==> src/rtl/ofdm_frame_sequencer_if.sv <==
// rtl/ofdm_frame_sequencer_if.sv - sample-in / symbol-out bundle for the OFDM frame sequencer
interface ofdm_frame_sequencer_if #(
    parameter int INPUT_WIDTH       = 12,
    parameter int NFFT              = 2048,
    parameter int SYMBOLS_PER_FRAME = 14
);
    localparam int SYM_W = ($clog2(SYMBOLS_PER_FRAME) < 1) ? 1 : $clog2(SYMBOLS_PER_FRAME);
    localparam int IDX_W = $clog2(NFFT);

    logic                          in_valid;
    logic                          frame_start;
    logic signed [INPUT_WIDTH-1:0] in_ch0_i, in_ch0_q, in_ch1_i, in_ch1_q;

    logic                          out_valid;
    logic                          out_sos;
    logic                          out_eos;
    logic signed [INPUT_WIDTH-1:0] out_ch0_i, out_ch0_q, out_ch1_i, out_ch1_q;
    logic [SYM_W-1:0]              out_symbol_idx;
    logic [IDX_W-1:0]              out_sample_idx;

    modport slave (
        input  in_valid, frame_start, in_ch0_i, in_ch0_q, in_ch1_i, in_ch1_q,
        output out_valid, out_sos, out_eos, out_ch0_i, out_ch0_q, out_ch1_i, out_ch1_q,
               out_symbol_idx, out_sample_idx
    );

    modport master (
        output in_valid, frame_start, in_ch0_i, in_ch0_q, in_ch1_i, in_ch1_q,
        input  out_valid, out_sos, out_eos, out_ch0_i, out_ch0_q, out_ch1_i, out_ch1_q,
               out_symbol_idx, out_sample_idx
    );
endinterface

==> src/rtl/ofdm_frame_sequencer.sv <==
// rtl/ofdm_frame_sequencer.sv - strips preamble and cyclic prefixes, forwards indexed data-symbol bodies
module ofdm_frame_sequencer #(
    parameter int INPUT_WIDTH       = 12,
    parameter int NFFT              = 2048,
    parameter int CP_LEN            = 512,
    parameter int SYMBOLS_PER_FRAME = 14
) (
    input  logic                   clk,
    input  logic                   rst,
    input  logic                   enable,
    input  logic                   abort,
    ofdm_frame_sequencer_if.slave  smp,
    output logic                   busy,
    output logic                   frame_done,
    output logic [7:0]             dropped_count
);
    localparam int SYM_W = ($clog2(SYMBOLS_PER_FRAME) < 1) ? 1 : $clog2(SYMBOLS_PER_FRAME);
    localparam int IDX_W = $clog2(NFFT);
    localparam int CNT_W = $clog2((NFFT > CP_LEN) ? NFFT : CP_LEN);

    localparam logic [CNT_W-1:0] NFFT_LAST = CNT_W'(NFFT - 1);
    localparam logic [CNT_W-1:0] CP_LAST   = CNT_W'(CP_LEN - 1);
    localparam logic [SYM_W-1:0] SYM_LAST  = SYM_W'(SYMBOLS_PER_FRAME - 1);

    typedef enum logic [1:0] {IDLE, PREAMBLE, CP, DATA} state_t;

    state_t           state, state_n;
    logic [CNT_W-1:0] cnt, cnt_n;
    logic [SYM_W-1:0] sym, sym_n;
    logic             fwd, sos_d, eos_d, done_d, drop;

    always_ff @(posedge clk) begin
        if (rst) begin
            state <= IDLE;
            cnt   <= '0;
            sym   <= '0;
        end else begin
            state <= state_n;
            cnt   <= cnt_n;
            sym   <= sym_n;
        end
    end

    // The accepting sample is preamble sample 0, so the preamble count resumes at 1.
    always_comb begin
        state_n = state;
        cnt_n   = cnt;
        sym_n   = sym;
        if (abort) begin
            state_n = IDLE;
            cnt_n   = '0;
            sym_n   = '0;
        end else if (smp.in_valid) begin
            case (state)
                IDLE: begin
                    if (smp.frame_start && enable) begin
                        state_n = PREAMBLE;
                        cnt_n   = CNT_W'(1);
                    end
                end
                PREAMBLE: begin
                    if (cnt == NFFT_LAST) begin
                        state_n = CP;
                        cnt_n   = '0;
                    end else begin
                        cnt_n = cnt + CNT_W'(1);
                    end
                end
                CP: begin
                    if (cnt == CP_LAST) begin
                        state_n = DATA;
                        cnt_n   = '0;
                    end else begin
                        cnt_n = cnt + CNT_W'(1);
                    end
                end
                DATA: begin
                    if (cnt == NFFT_LAST) begin
                        cnt_n = '0;
                        if (sym == SYM_LAST) begin
                            state_n = IDLE;
                            sym_n   = '0;
                        end else begin
                            state_n = CP;
                            sym_n   = sym + SYM_W'(1);
                        end
                    end else begin
                        cnt_n = cnt + CNT_W'(1);
                    end
                end
                default: state_n = IDLE;
            endcase
        end
    end

    always_comb begin
        fwd    = smp.in_valid && !abort && (state == DATA);
        sos_d  = fwd && (cnt == '0);
        eos_d  = fwd && (cnt == NFFT_LAST);
        done_d = eos_d && (sym == SYM_LAST);
        drop   = smp.in_valid && smp.frame_start && !abort && (state != IDLE);
    end

    always_ff @(posedge clk) begin
        if (rst) begin
            smp.out_valid      <= 1'b0;
            smp.out_sos        <= 1'b0;
            smp.out_eos        <= 1'b0;
            frame_done         <= 1'b0;
            smp.out_ch0_i      <= '0;
            smp.out_ch0_q      <= '0;
            smp.out_ch1_i      <= '0;
            smp.out_ch1_q      <= '0;
            smp.out_symbol_idx <= '0;
            smp.out_sample_idx <= '0;
            dropped_count      <= '0;
        end else begin
            smp.out_valid <= fwd;
            smp.out_sos   <= sos_d;
            smp.out_eos   <= eos_d;
            frame_done    <= done_d;
            if (fwd) begin
                smp.out_ch0_i      <= smp.in_ch0_i;
                smp.out_ch0_q      <= smp.in_ch0_q;
                smp.out_ch1_i      <= smp.in_ch1_i;
                smp.out_ch1_q      <= smp.in_ch1_q;
                smp.out_symbol_idx <= sym;
                smp.out_sample_idx <= IDX_W'(cnt);
            end
            if (drop && (dropped_count != 8'hFF)) begin
                dropped_count <= dropped_count + 8'd1;
            end
        end
    end

    assign busy = (state != IDLE);
endmodule

==> src/flat_wrapper.sv <==
// flat-port wrapper written by rule: the top's interface ports become plain ports
module ofdm_frame_sequencer_flat 
#(
    parameter int INPUT_WIDTH       = 12,
    parameter int NFFT              = 2048,
    parameter int CP_LEN            = 512,
    parameter int SYMBOLS_PER_FRAME = 14
)
  (clk, rst, enable, abort, busy, frame_done, dropped_count, smp_in_valid, smp_frame_start, smp_in_ch0_i, smp_in_ch0_q, smp_in_ch1_i, smp_in_ch1_q, smp_out_valid, smp_out_sos, smp_out_eos, smp_out_ch0_i, smp_out_ch0_q, smp_out_ch1_i, smp_out_ch1_q, smp_out_symbol_idx, smp_out_sample_idx);
  ofdm_frame_sequencer_if #(.INPUT_WIDTH(INPUT_WIDTH), .NFFT(NFFT), .SYMBOLS_PER_FRAME(SYMBOLS_PER_FRAME)) smp_i ();
  input  logic clk;
  input  logic rst;
  input  logic enable;
  input  logic abort;
  output logic busy;
  output logic frame_done;
  output logic [7:0] dropped_count;
  input wire logic [$bits(smp_i.in_valid)-1:0] smp_in_valid;
  input wire logic [$bits(smp_i.frame_start)-1:0] smp_frame_start;
  input wire logic [$bits(smp_i.in_ch0_i)-1:0] smp_in_ch0_i;
  input wire logic [$bits(smp_i.in_ch0_q)-1:0] smp_in_ch0_q;
  input wire logic [$bits(smp_i.in_ch1_i)-1:0] smp_in_ch1_i;
  input wire logic [$bits(smp_i.in_ch1_q)-1:0] smp_in_ch1_q;
  output wire logic [$bits(smp_i.out_valid)-1:0] smp_out_valid;
  output wire logic [$bits(smp_i.out_sos)-1:0] smp_out_sos;
  output wire logic [$bits(smp_i.out_eos)-1:0] smp_out_eos;
  output wire logic [$bits(smp_i.out_ch0_i)-1:0] smp_out_ch0_i;
  output wire logic [$bits(smp_i.out_ch0_q)-1:0] smp_out_ch0_q;
  output wire logic [$bits(smp_i.out_ch1_i)-1:0] smp_out_ch1_i;
  output wire logic [$bits(smp_i.out_ch1_q)-1:0] smp_out_ch1_q;
  output wire logic [$bits(smp_i.out_symbol_idx)-1:0] smp_out_symbol_idx;
  output wire logic [$bits(smp_i.out_sample_idx)-1:0] smp_out_sample_idx;
  assign smp_i.in_valid = smp_in_valid;
  assign smp_i.frame_start = smp_frame_start;
  assign smp_i.in_ch0_i = smp_in_ch0_i;
  assign smp_i.in_ch0_q = smp_in_ch0_q;
  assign smp_i.in_ch1_i = smp_in_ch1_i;
  assign smp_i.in_ch1_q = smp_in_ch1_q;
  assign smp_out_valid = smp_i.out_valid;
  assign smp_out_sos = smp_i.out_sos;
  assign smp_out_eos = smp_i.out_eos;
  assign smp_out_ch0_i = smp_i.out_ch0_i;
  assign smp_out_ch0_q = smp_i.out_ch0_q;
  assign smp_out_ch1_i = smp_i.out_ch1_i;
  assign smp_out_ch1_q = smp_i.out_ch1_q;
  assign smp_out_symbol_idx = smp_i.out_symbol_idx;
  assign smp_out_sample_idx = smp_i.out_sample_idx;
  ofdm_frame_sequencer #(.INPUT_WIDTH(INPUT_WIDTH), .NFFT(NFFT), .CP_LEN(CP_LEN), .SYMBOLS_PER_FRAME(SYMBOLS_PER_FRAME)) u_core (.clk(clk), .rst(rst), .enable(enable), .abort(abort), .smp(smp_i), .busy(busy), .frame_done(frame_done), .dropped_count(dropped_count));
endmodule
==> config.mk <==
export PLATFORM = sky130hd
export DESIGN_NAME = ofdm_frame_sequencer_flat
export DESIGN_NICKNAME = d
export VERILOG_FILES = /design/src/rtl/ofdm_frame_sequencer_if.sv /design/src/rtl/ofdm_frame_sequencer.sv /design/src/flat_wrapper.sv
export SDC_FILE = /design/constraint.sdc
export NUM_CORES = 1
export LEC_CHECK = 0
export CAP_MARGIN = 25
export CORE_MARGIN = 5
export CORE_UTILIZATION = 45
export CTS_CLUSTER_SIZE = 12
export DETAILED_ROUTE_END_ITERATION = 8
export GPL_TIMING_DRIVEN = 0
export PLACE_DENSITY_LB_ADDON = 0.15
export SLEW_MARGIN = 0
export SYNTH_ARGS = -nofsm -noshare
export SYNTH_HDL_FRONTEND = slang
export SYNTH_SLANG_ARGS = --single-unit
==> constraint.sdc <==
create_clock -name clk -period 1.9 [get_ports clk]
set_input_delay 0.285 -clock clk [delete_from_list [all_inputs] [get_ports clk]]
set_output_delay 0.285 -clock clk [all_outputs]
set_load 0.05 [all_outputs]
== Word-level counts from Yosys, hierarchy flattened ==
Index checks and enable logic that the tools add are counted.

* Muxes and demuxes: 11
* Reductions and logical operators: 19
* Add/sub/neg operators: 3
* Eq/ne operators: 11

{| class="wikitable"
|+ Operator list
! operator !! count
|-
| 11-bit two-way mux || 3
|-
| 11-bit case mux with 3 select lines || 1
|-
| 11-bit by 1-bit adder with 11-bit output, second input constant || 1
|-
| 11-bit equality test, second input constant || 1
|-
| 11-bit by 9-bit equality test with 1-bit output, second input constant || 1
|-
| 11-bit logical NOT || 1
|-
| 1-bit logical AND || 10
|-
| 2-bit two-way mux || 5
|-
| 8-bit by 1-bit adder with 8-bit output, second input constant || 1
|-
| 2-bit by 1-bit inequality test with 1-bit output, second input constant || 4
|-
| 8-bit inequality test, second input constant || 1
|-
| 2-bit case mux with 4 select lines || 1
|-
| 5-bit AND reduction || 1
|-
| 4-bit by 1-bit adder with 4-bit output, second input constant || 1
|-
| 2-bit equality test, second input constant || 2
|-
| 4-bit equality test, second input constant || 1
|-
| 4-bit two-way mux || 1
|-
| 2-bit OR reduction || 2
|-
| 3-bit AND reduction || 1
|-
| 2-bit by 1-bit equality test with 1-bit output, second input constant || 1
|-
| 2-bit logical NOT || 1
|-
| 2-bit AND reduction || 1
|-
| 2-bit nonzero test || 1
|-
| 1-bit logical NOT || 1
|}

* Bits in registers: 92
* Output and inout port bits: 76
* Logic and storage cells: 58

== Longest topological paths before layout ==
Gate-level depths: netlist of the first run.

* Depth in word-level cells: 5
* Mapped depth: 7
* Mapped depth without buffers: 5

== Worst setup path before layout of the first run ==
OpenSTA, ideal clock, no wires.

* Path kind: register to register
* From: register u_core.dropped_count[3]
* To: register u_core.dropped_count[7]
* Arrival time: 1.765 ns
* Required time: 1.779 ns
* Cell stages (with the launch flop): 6
* Path slack: 0.014 ns
* Cells stage by stage: dfxtp_1 > nand4_2 > o311ai_4 > buf_4 > nor4_1 > mux2_2

* Longest elaborated chain between the ends: 2

{| class="wikitable"
|+ Ends and longest elaborated chain
! element !! RTL line !! source
|-
| from (decl) || ofdm_frame_sequencer.sv:15 || <nowiki>output logic [7:0] dropped_count</nowiki>
|-
| from (signal assigned) || ofdm_frame_sequencer.sv:131 || <nowiki>dropped_count <= dropped_count + 8'd1;</nowiki>
|-
| parallel branches: the longest is 2 deep, another holds 8-bit by 1-bit adder with 8-bit output || -- ||
|}

Parallel ways; which one is timed is not known.
A chain may end at the register's enable or synchronous reset.

== Worst setup path in the final report of the first run ==
* From: register u_core.dropped_count[1]
* To: output port dropped_count[1]

{| class="wikitable"
|+ RTL lines
! element !! RTL line !! source
|-
| to (decl) || flat_wrapper.sv:17 || <nowiki>output logic [7:0] dropped_count;</nowiki>
|}

No word-level cell between the ends.

==> results.json, run 1 <==
{
  "row_count": 33,
  "syn_inst": 461,
  "synth_seq_area_share_pct": 49.1,
  "grt_pass1_vias": 3621,
  "min_to": "u_core.smp.out_ch1_i[3]",
  "area_growth_pct": 44.1,
  "ys_types": 54,
  "synth.most_common_cell": "nand2_1",
  "dpl.hpwl_um": 7870,
  "r2r-end": "u_core.cnt[5]",
  "holdCritPathClass": "flip-flop to flip-flop",
  "cts-htree-levels": 3,
  "clkLatencyLatePin_ps": 350,
  "path_class": "flip-flop to output port",
  "placed_area_um2": 5170,
  "slowest_delay_ps": 840,
  "numCtsBuffers": 9,
  "yosysWarnings": 0,
  "post-route-min-period_ps": 1860,
  "p_leak_nw": 1.87,
  "synth_top_cell_area_share_pct": 49.1,
  "crit_chain": "clkdlybuf4s50_1",
  "cts_hold_buf": 0,
  "crit_family": "buffers and inverters",
  "fin_tns_setup_ps": 0,
  "core_um2": 8180,
  "hold_start": "u_core.smp.out_ch1_i[3]",
  "grt_max_degree": 17,
  "cp_max_fo": 4,
  "dieArea_um2": 10300,
  "grt_pass1_wl_um": 16700,
  "die_w_um": 101,
  "hold_viol_final": 0,
  "status": "finished clean",
  "antenna_found_initial": 0,
  "worst-path-buf-inv": 1,
  "initial_utilization_pct": 45.9,
  "diodes": 0,
  "dp.cells": 695,
  "holdPathStages": 2,
  "wl_per_cell_um": 14.7,
  "via_per_inst": 5.24,
  "ant_nets": 0,
  "max_slew.worst_pin.slew_ps": 546,
  "io_buffers": 129,
  "cts_tree": "built",
  "drv_cap": 0,
  "yosysTopAreaCell": "dfxtp_1",
  "fmax_mhz": 538,
  "synth_common_cells": "141 x nand2_1, 92 x dfxtp_1, 77 x a21oi_1, 24 x clkbuf_1, 15 x nor2_1",
  "ir_drop_uv": 380,
  "vias": 3729,
  "timing.final.crit_share_pct": 97.8,
  "synth.top_cells.by_area": "dfxtp_1 49%, nand2_1 14%, a21oi_1 10%, clkbuf_1 2.4%, nor2_1 1.5%",
  "crit_path_start_kind": "flip-flop",
  "ios": 130,
  "ys_seq_elements": 92,
  "synth_edf_count": 0,
  "synth-async-reset-ratio_pct": 0,
  "routed_wl_um": 10500,
  "r2r_setup_slack_ps": 70,
  "powerDensity_nw_per_um2": 635,
  "rsz0062_at_grt": "true",
  "clkTransAtPathRegs_ps": 90,
  "slowest_stage": "clkdlybuf4s50_1",
  "track_usage_pct": 20.2,
  "finClkSkew_ps": 8.90,
  "ctsLongestPathBuffers": 2,
  "r2r_start": "u_core.cnt[0]",
  "overflow": 0,
  "cp-end-kind": "output port",
  "cts_root_buf": "clkbuf_8",
  "drc": 0,
  "final_cell_count_no_fill": 712,
  "cp.required_ps": 1620,
  "synth_top_flop_cell": "dfxtp_1",
  "clkSinkCount": 92,
  "place.gp.congestion": 0.881,
  "final_max_slew_viol_count": 0,
  "layout-drive-gt1-share_pct": 8.57,
  "die_height_um": 101,
  "fin_area_um2": 5400,
  "crit_arrival_ps": 1570,
  "nNetsFinal": 659,
  "synth_area_um2": 3750,
  "reg2reg_depth": 6,
  "drt_iter0_markers": 175,
  "slew-limit-headroom_pct": 63.5,
  "n_fill_cell": 707,
  "first_pass_iters": 4,
  "avgSynthCellArea_um2": 8.13,
  "setup_violations": 0,
  "final_core_util_pct": 66.1,
  "syn_nets": 518
}
routing by layer:
metal,routed length (um),part of all wire [%],global-route usage [%],up-vias
li1,-,-,-,1859
met1,4190,40,24.1,1724
met2,5130,49,33.9,126
met3,923,8.8,6.06,20
met4,209,2.0,7.98,0
met5,0,0,0,-
how the worst max path moves through the flow:
| stage | startpoint | endpoint | slack (ps) | cells past startpoint |
|---|---|---|---|---|
| after floorplan | u_core.dropped_count[3] | u_core.dropped_count[7] | 10 | 5 |
| after global placement | smp_in_valid | u_core.dropped_count[7] | -240 | 7 |
| after detailed placement | smp_in_valid | u_core.dropped_count[7] | -260 | 7 |
| after CTS | u_core.dropped_count[4] | dropped_count[4] | 4 | 1 |
| after global routing | u_core.state[0] | u_core.smp.out_ch0_q[10] | -10 | 6 |
| final | u_core.dropped_count[1] | dropped_count[1] | 40 | 1 |
placed cells by master, fill, tap and decap left out, drive strengths merged, types with 7 or more instances in the layout:
| cell type | instances |
|---|---|
| nand2 | 141 |
| nand3 | 10 |
| clkbuf | 38 |
| nor2 | 16 |
| inv | 10 |
| clkdlybuf4s50 | 123 |
| a21oi | 77 |
| dfxtp | 92 |
| buf | 10 |
| o31ai | 7 |
| nand4 | 9 |
final cells by class:
type,count,area (um2),area share (%)
Buffer,36,170,3.15
Clock buffer,10,128,2.36
Clock inverter,6,71.3,1.32
Inverter,8,30.0,0.556
Multi-Input combinational cell,325,1730,32.1
Sequential cell,92,1840,34.1
Tap cell,105,131,2.43
Timing Repair Buffer,130,1300,24.0
cells by family (layout without fill, tap and decap cells):
logic type	Yosys count	count (layout)	share of synthesized area, %
buf+inv	44	190	5.01
mux	2	2	0.567
flops	92	92	49.1
fa+ha+maj	3	3	1.00
xor+xnor	2	2	0.467
simple gates	210	210	26.2
compound gates	108	108	17.6
state kept, by name, indices dropped and copies added, names as in the netlist:
signal / count
u_core.smp.out_ch0_i: 12
u_core.smp.out_ch0_q: 12
u_core.smp.out_ch1_i: 12
u_core.smp.out_ch1_q: 12
u_core.cnt: 11
u_core.smp.out_sample_idx: 11
u_core.dropped_count: 8
u_core.smp.out_symbol_idx: 4
u_core.sym: 4
u_core.state: 2
u_core.frame_done: 1
u_core.smp.out_eos: 1
u_core.smp.out_sos: 1
u_core.smp.out_valid: 1
timing repair:
item                       in CTS  in global routing
setup endpoints to repair       3                 69
pin swaps                       0                  1
resized for setup               3                 23
buffers inserted                0                  1
power breakdown:
part / internal [mW] / switching, mW
sequential: 1.93 / 0.00115
combinational: 0.114 / 0.0764
clock: 0.620 / 0.694
stage by stage:
| stage | hold WS (ps) | worst slack (ps) | total power [mW] |
|---|---|---|---|
| floorplan | 421 | 13.8 | 2.03 |
| global placement | 441 | -242 | 2.16 |
| detailed placement | 446 | -261 | 2.16 |
| CTS | 458 | 4.21 | 3.46 |
| global route | 464 | -12.2 | 3.56 |
| finish | 456 | 41.8 | 3.43 |
Note: power is estimated with default switching activity, not from simulation.
==> inputs of run 2 (changes only) <==
CAP_MARGIN = 20   (was 25)
clock period = 2.1 ns   (was 1.9 ns; I/O delays follow)
==> run 2 against run 1 <==
Against the previous run: hold slack barely moved; critical path depth is the same; sequential power is 9.8% lower; first-iteration DRC count is 1.7% lower; critical path type unchanged; clock-buffer cell count did not move; via count decreased by 0.80%; combinational power is 10% lower; register-to-register slack better by 140 ps; critical endpoint is now dropped_count[2]; global-route usage did not move; flip-flop and latch count stayed put; total power shrank 9.5%.
==> results.json, run 2 (synthesis gave the netlist of run 1 again) <==
{
  "wl_per_cell_um": 14.7,
  "initial_utilization_pct": 45.9,
  "vias": 3699,
  "cts_root_buf": "clkbuf_8",
  "routed_wl_um": 10400,
  "reg2reg_depth": 5,
  "min_to": "u_core.smp.out_ch1_q[6]",
  "dpl.hpwl_um": 7870,
  "hold_start": "u_core.smp.out_ch1_q[6]",
  "cp.required_ps": 1780,
  "cp-end-kind": "output port",
  "place_ws_ps": -90.6,
  "max_slew.worst_pin.slew_ps": 545,
  "final_max_slew_viol_count": 0,
  "crit_path_start_kind": "flip-flop",
  "worst-path-buf-inv": 1,
  "final_core_util_pct": 65.7,
  "status": "finished clean",
  "crit_family": "buffers and inverters",
  "place.gp.congestion": 0.881,
  "numCtsBuffers": 9,
  "track_usage_pct": 20.2,
  "ctsLongestPathBuffers": 2,
  "ir_drop_uv": 368,
  "io_buffers": 129,
  "hold_viol_final": 0,
  "drt_iter0_markers": 172,
  "crit_arrival_ps": 1650,
  "grt_max_degree": 17,
  "antenna_found_initial": 0,
  "nNetsFinal": 658,
  "cts-htree-levels": 3,
  "fmax_mhz": 510,
  "timing.final.crit_share_pct": 93.4,
  "final_common_cell": "nand2_1",
  "multi_input_area_um2": 1720,
  "dieArea_um2": 10300,
  "cts_tree": "built",
  "powerDensity_nw_per_um2": 579,
  "clkTransAtPathRegs_ps": 90,
  "finClkSkew_ps": 8.51,
  "slew-limit-headroom_pct": 63.6,
  "crit_chain": "clkdlybuf4s50_1",
  "ant_nets": 0,
  "die_w_um": 101,
  "slowest_stage": "clkdlybuf4s50_1",
  "holdPathStages": 2,
  "r2r-end": "u_core.sym[3]",
  "holdWs_ps": 456,
  "grt_pass1_wl_um": 16700,
  "final_cell_mix": "141 x nand2_1, 128 x clkdlybuf4s50_1, 92 x dfxtp_1, 77 x a21oi_1, 25 x clkbuf_1",
  "core_um2": 8180,
  "overflow": 0,
  "slowest_delay_ps": 850,
  "n_fill_cell": 711,
  "ios": 130,
  "area_growth_pct": 43.2,
  "p_leak_nw": 1.78,
  "clkSinkCount": 92,
  "layout-drive-gt1-share_pct": 6.77,
  "r2r_setup_slack_ps": 210,
  "setup_ws_ps": 140,
  "cp_max_fo": 7,
  "holdCritPathClass": "flip-flop to flip-flop",
  "drc": 0,
  "post-route-min-period_ps": 1960,
  "clkLatencyLatePin_ps": 350,
  "diodes": 0,
  "cts_hold_buf": 0,
  "first_pass_iters": 5,
  "setup_violations": 0,
  "via_per_inst": 5.20,
  "register_area_um2": 1840,
  "r2r_start": "u_core.cnt[1]",
  "grt_pass1_vias": 3621,
  "path_class": "flip-flop to output port",
  "rsz0062_at_grt": "false",
  "drv_cap": 0,
  "row_count": 33,
  "die_height_um": 101
}
==> run 2: cell count changes in the layout (fill, tap and decap cells not counted), moves of 3 or more <==
cell	change
clkbuf_2	-8
clkbuf_1	+7
clkdlybuf4s50_1	+5
dlymetal6s2s_1	-3
==> run 2: worst max path at each step <==
stage	from	end	slack, ps	cells after the start
2_1_floorplan	u_core.dropped_count[3]	u_core.dropped_count[7]	210	5
3_3_place_gp	smp_in_valid	u_core.dropped_count[7]	-70	7
3_5_place_dp	smp_in_valid	u_core.dropped_count[7]	-90	7
4_1_cts	u_core.dropped_count[2]	dropped_count[2]	110	1
5_1_grt	u_core.dropped_count[2]	dropped_count[2]	50	1
6_report	u_core.dropped_count[2]	dropped_count[2]	140	1
==> run 2: area by class of cell <==
cell class / count / share of cell area (%)
Inverter: 8 / 0.559
Clock inverter: 6 / 1.33
Multi-Input combinational cell: 325 / 32.0
Tap cell: 105 / 2.45
Sequential cell: 92 / 34.3
Timing Repair Buffer: 129 / 24.0
Buffer: 36 / 2.94
Clock buffer: 10 / 2.38
==> run 2: repair_timing <==
| item | CTS | global route |
|---|---|---|
| gates resized for setup | 1 | 0 |
| endpoints found under the setup margin | 1 | 0 |
| buffers inserted | 0 | 0 |
==> run 2: power by group <==
group / leakage, nW / total [mW] / switching, mW / internal (mW)
combinational: 0.946 / 0.171 / 0.0687 / 0.103
clock: 0.0935 / 1.19 / 0.630 / 0.561
sequential: 0.741 / 1.74 / 0.00104 / 1.74
total: 1.78 / 3.11 / 0.700 / 2.41
==> run 2: routing by layer <==
layer	GRT usage, %	share of wire [%]
met1	24.1	40
met5	0	0
met4	7.98	2.2
met2	33.9	49
met3	6.06	8.8
==> run 2: stage by stage <==
stage	power, mW	std cells	TNS, ps	cell area, um2
after floorplan	1.84	461	0	3750
after global placement	1.96	695	-83.5	5170
after detailed placement	1.96	695	-916	5170
after CTS	3.13	711	0	5370
after global routing	3.22	711	0	5370
final	3.11	711	0	5370
==> inputs of run 3 (changes only) <==
CORE_UTILIZATION = 41   (was 45)
clock period = 1.73 ns   (was 2.1 ns; I/O delays follow)
==> run 3 against run 2 <==
Against the previous run: sequential share of layout area is 0.30 points lower; design area grew 1.8%; clock skew is 1.7 ps lower; worst setup slack lost 120 ps; cell count grew 0.98%; via count grew 0.68%; critical path type unchanged; critical endpoint is now smp_out_valid.
==> results.json, run 3 (synthesis gave the netlist of run 1 again) <==
{
  "drc": 0,
  "p_leak_nw": 2.27,
  "final_cell_mix": "141 x nand2_1, 83 x dfxtp_1, 77 x a21oi_1, 72 x dlygate4sd2_1, 52 x clkdlybuf4s50_1",
  "fmax_mhz": 586,
  "slowest_stage": "clkdlybuf4s50_1",
  "ant_nets": 0,
  "path_class": "flip-flop to output port",
  "final_common_cell": "nand2_1",
  "drv_cap": 0,
  "m1WireLength_um": 4740,
  "grt_pass1_vias": 3494,
  "hold_start": "smp_in_valid",
  "overflow": 0,
  "multi_input_area_um2": 1770,
  "numCtsBuffers": 9,
  "reg2reg_depth": 6,
  "clkTransAtPathRegs_ps": 90,
  "r2r_start": "u_core.cnt[1]",
  "vias": 3724,
  "die_height_um": 106,
  "grt_max_degree": 16,
  "dp.cells": 698,
  "final_cell_count_no_fill": 718,
  "powerDensity_nw_per_um2": 738,
  "initial_utilization_pct": 42.6,
  "worst-path-buf-inv": 1,
  "cts_root_buf": "clkbuf_8",
  "hold_viol_final": 0,
  "track_usage_pct": 19.3,
  "io_buffers": 129,
  "n_fill_cell": 851,
  "ios": 130,
  "min_to": "u_core.smp.out_valid",
  "timing.final.crit_share_pct": 98.7,
  "routed.top_layer": "met4",
  "nNetsFinal": 663,
  "wl_met3_um": 813,
  "crit_path_start_kind": "flip-flop",
  "wl_per_cell_um": 15.3,
  "row_count": 34,
  "antenna_found_initial": 0,
  "ir_drop_uv": 396,
  "die_w_um": 106,
  "cp.required_ps": 1470,
  "holdCritPathClass": "primary input to flip-flop",
  "cts-htree-levels": 3,
  "cp_num_cells": 1,
  "final_max_slew_viol_count": 0,
  "dieArea_um2": 11200,
  "grt_pass1_wl_um": 17600,
  "r2r_setup_slack_ps": 50,
  "cp_max_fo": 1,
  "layout-drive-gt1-share_pct": 12.3,
  "diodes": 0,
  "setup_violations": 0,
  "max_slew.worst_pin.slew_ps": 552,
  "drt_iter0_markers": 162,
  "crit_family": "buffers and inverters",
  "post-route-min-period_ps": 1710,
  "holdWs_ps": 328,
  "cts_tree": "built",
  "status": "finished clean",
  "clkLatencyLatePin_ps": 350,
  "routed_wl_um": 11000,
  "ctsLongestPathBuffers": 2,
  "wl_met2_um": 5240,
  "r2r-end": "u_core.cnt[5]",
  "slew-limit-headroom_pct": 63.2,
  "crit_arrival_ps": 1450,
  "rsz0062_at_grt": "true",
  "via_per_inst": 5.19,
  "critPathLaunch": "u_core.smp.out_valid",
  "dpl.hpwl_um": 8050,
  "core_um2": 8810,
  "place.gp.congestion": 0.856,
  "area_growth_pct": 45.8,
  "finClkSkew_ps": 6.79,
  "cp-end-kind": "output port",
  "clkSinkCount": 92,
  "holdPathStages": 3,
  "crit_chain": "clkdlybuf4s50_1",
  "first_pass_iters": 4,
  "slowest_delay_ps": 790,
  "register_area_um2": 1860
}
-- run 3: cell count changes in the layout (fill, tap and decap cells not counted), moves of 4 or more --
cell and delta:
dfxtp_2 +7, clkbuf_1 -14, clkdlybuf4s50_1 -76, dlygate4sd2_1 +71, dfxtp_1 -9, dlymetal6s2s_1 +4, clkbuf_4 +4, clkbuf_2 +5
buf_4 +4, buf_2 +4
-- run 3: worst max path at each step --
stage / slack, ps / to
global route: -50 / u_core.sym[3]
global placement: -410 / u_core.dropped_count[7]
finish: 20 / smp_out_valid
CTS: -10 / busy
detailed placement: -400 / u_core.dropped_count[7]
floorplan: 50 / u_core.dropped_count[7]
-- run 3: report_power, final --
group | internal, mW | leakage, nW | total [mW] | switching, mW
logic | 0.126 | 1.41 | 0.214 | 0.0877
clock network | 0.954 | 0.112 | 1.70 | 0.746
registers | 2.11 | 0.746 | 2.11 | 0.00101
total | 3.19 | 2.27 | 4.03 | 0.835
-- run 3: what timing repair did --
action                                  4_1_cts  5_1_grt
gates resized for setup                      93       28
pin swaps                                     1        5
hold buffers                                  0        0
setup buffers                                 3        3
gates cloned                                  0        0
endpoints found under the setup margin      145       81
-- run 3: area by class of cell --
class,instances,share of cell area [%]
Sequential cell,92,34.0
Multi-Input combinational cell,325,32.3
Timing Repair Buffer,135,22.9
Buffer,35,3.41
Tap cell,108,2.47
Clock buffer,9,2.27
Clock inverter,6,2.08
Inverter,8,0.550
-- run 3: routing by layer --
metal,vias up,GRT usage [%]
met2,121,32.3
met1,1721,24.1
met3,17,5.13
met4,0,6.48
li1,1865,-
met5,-,0
-- run 3: through the flow --
| step | utilization [%] | TNS (ps) | power [mW] | setup slack, ps | area (um2) |
|---|---|---|---|---|---|
| after global placement | 58.9 | -27940 | 2.37 | -412 | 5180 |
| after floorplan | - | 0 | 2.23 | 47.9 | 3760 |
| after CTS | 61.3 | -29.9 | 4.06 | -11.1 | 5400 |
| after detailed placement | 58.9 | -26590 | 2.37 | -404 | 5180 |
| after global routing | 62.0 | -143 | 4.15 | -49.3 | 5460 |
| final | 62.0 | 0 | 4.03 | 23.0 | 5460 |
-- run 3: worst register-to-register path: cells and delay by family (launching register included) --
| kind | cells | cell delay [ps] |
|---|---|---|
| buf+inv | 1 | 180 |
| simple gates | 2 | 330 |
| compound gates | 2 | 520 |
| flops | 1 | 380 |
| fa+ha+maj | 1 | 180 |
